--- src/rtl/knight_rider_gen.sv ---
// knight_rider_gen
//   Sweeping-LED pattern generator feeding the ALU output mux (select 4'b1100).
//   A prescaler produces a step tick every (BASE_DIV >> rate) clocks. Each tick
//   moves a lit position one place along the word. The position bounces between
//   0 and WIDTH-1, and each end is shown for a single step. The output word is
//   built by an array of per-bit lanes.
//
// Ports
//   clk       system clock, rising edge
//   rst_n     asynchronous active-low reset
//   en        generator enable (select decode == 4'b1100)
//   mode      00 dot, 01 two-LED trail, 10 mirrored, 11 freeze
//   rate      step period = BASE_DIV >> rate clocks
//   nightrid  registered pattern word, one clock behind pos/prev
//   step      one-cycle pulse on each position advance
//   pos       current position (debug)

module knight_rider_lane #(
  parameter int WIDTH = 8,
  parameter int IDX   = 0,
  localparam int PW   = $clog2(WIDTH)
) (
  input  logic          clk,
  input  logic          rst_n,
  input  logic          en,
  input  logic [1:0]    mode,
  input  logic [PW-1:0] pos,
  input  logic [PW-1:0] prev,
  output logic          q
);
  // The position that lights this bit directly, and its mirror image.
  localparam logic [PW-1:0] ME  = PW'(IDX);
  localparam logic [PW-1:0] MIR = PW'(WIDTH - 1 - IDX);

  logic hit_pos, hit_prev, hit_mir;

  assign hit_pos  = (pos  == ME);
  assign hit_prev = (prev == ME);
  assign hit_mir  = (pos  == MIR);

  always_ff @(posedge clk or negedge rst_n) begin
    if (!rst_n) begin
      q <= 1'b0;
    end else if (!en) begin
      q <= 1'b0;
    end else begin
      unique case (mode)
        2'b00:   q <= hit_pos;
        2'b01:   q <= hit_pos | hit_prev;
        2'b10:   q <= hit_pos | hit_mir;
        default: q <= q;   // freeze: output holds
      endcase
    end
  end
endmodule

module knight_rider_gen #(
  parameter int WIDTH    = 8,
  parameter int BASE_DIV = 12500000,
  localparam int PW      = $clog2(WIDTH)
) (
  input  logic             clk,
  input  logic             rst_n,
  input  logic             en,
  input  logic [1:0]       mode,
  input  logic [1:0]       rate,
  output logic [WIDTH-1:0] nightrid,
  output logic             step,
  output logic [PW-1:0]    pos
);
  localparam int CW = (BASE_DIV < 2) ? 1 : $clog2(BASE_DIV + 1);

  localparam logic [1:0]    MODE_FRZ = 2'b11;
  localparam logic [0:0]    DIR_UP   = 1'b0;
  localparam logic [0:0]    DIR_DN   = 1'b1;
  localparam logic [PW-1:0] POS_TOP  = PW'(WIDTH - 1);
  localparam logic [PW-1:0] POS_TOP1 = PW'(WIDTH - 2);
  localparam logic [PW-1:0] POS_ONE  = PW'(1);
  localparam logic [31:0]   BASE_U   = 32'(BASE_DIV);

  logic [CW-1:0] cnt;
  logic [31:0]   per;
  logic [31:0]   tc;
  logic          tick;
  logic          run;
  logic [0:0]    dir;
  logic [PW-1:0] prev;

  // Terminal count. It is clamped at 0 so that a very fast rate ticks on every clock.
  always_comb begin
    per = BASE_U >> rate;
    tc  = (per == 32'd0) ? 32'd0 : per - 32'd1;
  end

  assign run = en && (mode != MODE_FRZ);

  // The compare uses >= so that a rate change that drops TC below the running
  // count still ticks on the next cycle instead of wrapping the counter.
  assign tick = run && (32'(cnt) >= tc);

  // ---------------------------------------------------------------- prescaler
  always_ff @(posedge clk or negedge rst_n) begin
    if (!rst_n) begin
      cnt <= '0;
    end else if (!en) begin
      cnt <= '0;             // restart, so the first step is TC+1 clocks after en rises
    end else if (mode == MODE_FRZ) begin
      cnt <= cnt;
    end else if (tick) begin
      cnt <= '0;
    end else begin
      cnt <= cnt + 1'b1;
    end
  end

  // ------------------------------------------------------------ sweep engine
  always_ff @(posedge clk or negedge rst_n) begin
    if (!rst_n) begin
      pos  <= '0;
      prev <= '0;
      dir  <= DIR_UP;
      step <= 1'b0;
    end else begin
      step <= tick;
      if (tick) begin
        prev <= pos;
        unique case (dir)
          DIR_UP: begin
            if (pos == POS_TOP) begin
              dir <= DIR_DN;
              pos <= POS_TOP1;
            end else begin
              pos <= pos + 1'b1;
            end
          end
          default: begin
            if (pos == '0) begin
              dir <= DIR_UP;
              pos <= POS_ONE;
            end else begin
              pos <= pos - 1'b1;
            end
          end
        endcase
      end
    end
  end

  // -------------------------------------------------------- output lanes
  // Each lane registers its own bit from the current pos/prev, so the word
  // trails the position by exactly one clock.
  for (genvar i = 0; i < WIDTH; i++) begin : g_lane
    knight_rider_lane #(
      .WIDTH (WIDTH),
      .IDX   (i)
    ) u_lane (
      .clk   (clk),
      .rst_n (rst_n),
      .en    (en),
      .mode  (mode),
      .pos   (pos),
      .prev  (prev),
      .q     (nightrid[i])
    );
  end
endmodule

--- config.mk ---
export PLATFORM = sky130hd
export DESIGN_NAME = knight_rider_gen
export DESIGN_NICKNAME = d
export VERILOG_FILES = /design/src/rtl/knight_rider_gen.sv
export SDC_FILE = /design/constraint.sdc
export NUM_CORES = 1
export LEC_CHECK = 0
export CORE_MARGIN = 3
export CORE_UTILIZATION = 55
export CTS_CLUSTER_SIZE = 12
export DETAILED_ROUTE_END_ITERATION = 16
export PLACE_DENSITY = 0.74
export SYNTH_ARGS = -nofsm -noshare
export SYNTH_HDL_FRONTEND = slang
export SYNTH_SLANG_ARGS = --single-unit
export TNS_END_PERCENT = 1
--- constraint.sdc ---
create_clock -name clk -period 3.3 [get_ports clk]
set_input_delay 0.33 -clock clk [delete_from_list [all_inputs] [get_ports clk]]
set_output_delay 0.33 -clock clk [all_outputs]
set_load 0.1 [all_outputs]
==> flow_summary.toml <==
[cts]
cts_max_path_buffers = 2
clk_pin_slew_worst_paths_ps = 80
clk_root_buffer_cell = "clkbuf_8"
post-cts-setup-buffers = 0
htreeDepth = 2
clk_latency_ps = 300
clkSinkCount = 40
cts_hold_buf = 0
post_cts_resized = 0
cts_tree = "yes"
cts_made_buffers = 5

[floorplanning]
die_area_um2 = 6876
io_pins = 19
die_w_um = 82.92
start_util_pct = 58.03
core_area_um2 = 5608
rows = 27
die_h_um = 82.92

[placement]
dp_cells = 463
io_buffers = 18
gp_congestion = 0.8892
post-dp-hpwl_mm = 5.680

[timing]
min_period_ps = 2901
setup_viol = 0
worst_slew_margin_rel_pct = 35.28
rsz0062_at_grt = "false"
worstMarginPinSlew_ps = 967.8
max_freq_mhz = 344.7
drv_slew = 0
finClkSkew_ps = 6.758
hold_viol_final = 0
finalHoldWorstSlack_ps = 168.7
timing.final.crit_share_pct = 87.90
finalSetupTns_ps = 0

[synthesis]
synth_edf_count = 0
synth_cell_types = 53
synth_top_area_share_pct = 30.76
synth_seq_area_share_pct = 30.76
mappedNetlistArea_um2 = 3254
netlist.top_cell.by_area = "dfrtp_1"
synthTopCellsByArea = "dfrtp_1, ha_1, nand2_1"
synth-compound-area-share_pct = 19.22
synthTopCellsByCount = "nand2_1, dfrtp_1, nand3_1"
synthAdderAreaFrac_pct = 11.53
synth_area_per_cell_um2 = 8.388
synth-simple-area-share_pct = 27.07
synth_cells = 388
synth-seq-cells = 40
synth_top_family_by_area = "simple AND/OR/NAND/NOR gates"
yosysWarnings = 0
async_flop_share_pct = 100.0
yosysMostFrequentCell = "nand2_1"
synth_xor_area_share_pct = 0.5383
synth_flop_cell = "dfrtp_1"
synthMuxAreaShare_pct = 3.268

[final_layout]
fin_util_pct = 62.90
multi_input_area_um2 = 2017
fin_cells = 470
n_fill_cell = 485
area_growth_pct = 8.381
n_antenna_cell = 0
nets = 435
layout.area.seq_um2 = 1001
drive_gt1_share_pct = 9.045

[outcome]
outcome = "complete, no violations"

[global_routing]
track_usage_pct = 23.47
grt_overflow_total = 0
grt_pass1_vias = 2916
grt_max_degree = 41
grt_pass1_wl_mm = 13.64
antenna_found_initial = 0

[pwr]
p_seq_share_pct = 51.7
peakVddDrop_mv = 0.1853
pwr-share-clk_pct = 32.4
power_leakage_nw = 1.581
switching_share_pct = 29.30
p_int_w = 0.0006915
powerDensity_nw_per_um2 = 277.3
switchingPower_w = 0.0002865
power.share.combinational_pct = 15.9

[detailed_routing]
vias = 3009
ant_nets = 0
drt_iter0_markers = 190
drt_pass1_iterations = 5
viasPerCell = 6.402
totalWireLength_mm = 7.814
route.detailed.drc = 0
avgRoutedWirePerCell_um = 16.63

[critical_path]
crit_type = "in2reg"
crit_path_end_kind = "flop"
cp-start-kind = "input pin"
arrival_ps = 3120
worstPathRequired_ps = 3520
r2r_cells = 8
worstPathMaxFanout = 11

[run]
maxCapViolations = 0

[worst_hold_path]
hold_path.class = "in2async"
logic make-up after synthesis:
kind of cell,count (synthesis)
AOI/OAI and AO/OA,84
buffers and inverters,46
and+or+nand+nor,175
other,2
adders and majority gates,30
DFF,40
muxes,9
xor gates and xnor gates,2
final timing paths:
check / slack, ps / to / from
max: 400 / cnt[10] / rate[1]
min: 170 / g_lane[5].u_lane.q / rst_n
max reg2reg: 850 / cnt[10] / cnt[9]
min reg2reg: 480 / g_lane[7].u_lane.q / g_lane[7].u_lane.q
max in group asynchronous: 2560 / cnt[7] / rst_n
min in group clk: 480 / g_lane[7].u_lane.q / g_lane[7].u_lane.q
worst max-delay path: stages:
cell,delay (ps)
clkdlybuf4s50_1,560
nor2b_2,190
inv_1,80
ha_1,280
ha_1,300
a21oi_1,160
a21oi_1,80
o211ai_1,220
a311o_1,370
buf_4,240
nand4b_1,120
a31oi_1,180
metrics by stage:
step	setup WS (ps)	total power (W)	cell area (µm²)
6_report	399.3	0.0009780	3527
2_1_floorplan	764.7	0.0006234	3258
5_1_grt	198.9	0.001022	3527
3_5_place_dp	102.4	0.0006702	3450
3_3_place_gp	219.8	0.0006677	3450
4_1_cts	407.2	0.0009822	3527
sequential cells by signal, indices dropped and copies added, names as in the netlist:
register         count
step                 1
cnt                 24
g_lane.u_lane.q      8
dir                  1
prev                 3
pos                  3
layer usage:
metal | vias up | share of wire, % | track usage (%)
met3 | 20 | 5.7 | 4.067
met1 | 1437 | 44 | 30.30
met2 | 105 | 47 | 38.70
li1 | 1447 | - | -
met4 | 0 | 3.0 | 9.807
met5 | - | 0 | 0
power groups by stage:
stage	combinational (W)	clock [W]	sequential (W)
2_1_floorplan	0.000107	0	0.000516
3_3_place_gp	0.000153	0	0.000515
3_5_place_dp	0.000155	0	0.000515
4_1_cts	0.000156	0.000321	0.000505
5_1_grt	0.000172	0.000344	0.000506
6_report	0.000156	0.000317	0.000505
placed cells by master (no fill, tap or decap), types with 2 or more instances in the layout:
master and n:
mux2_2 5, nand2_1 53, nand3b_1 2, nand4b_1 2, o211ai_1 18, a22o_1 9, buf_4 16, nand2b_1 3
a22oi_1 2, nor2b_1 3, o31ai_1 2, and3_1 7, nor3b_1 2, a21o_1 6, nor4_1 4, clkdlybuf4s50_1 16
a2111oi_0 2, o311ai_1 4, a211o_1 2, nand4_1 16, a221oi_2 3, nor2_1 17, and2_1 7, clkbuf_8 5
conb_1 3, nor3_1 13, mux2i_1 2, o21ai_0 8, a21oi_1 15, or3_1 3, xnor2_1 2, nand3_1 39
ha_1 30, mux2_4 2, dfrtp_1 40, a31oi_1 4, inv_1 14
final cells by class:
cell class | instances | area share, %
Inverter | 15 | 1.596
Sequential cell | 40 | 28.38
Tap cell | 72 | 2.554
Clock inverter | 1 | 0.1419
Multi-Input combinational cell | 303 | 57.18
Clock buffer | 6 | 2.057
Timing Repair Buffer | 33 | 8.088
Note: power is estimated with default switching activity, not from simulation.
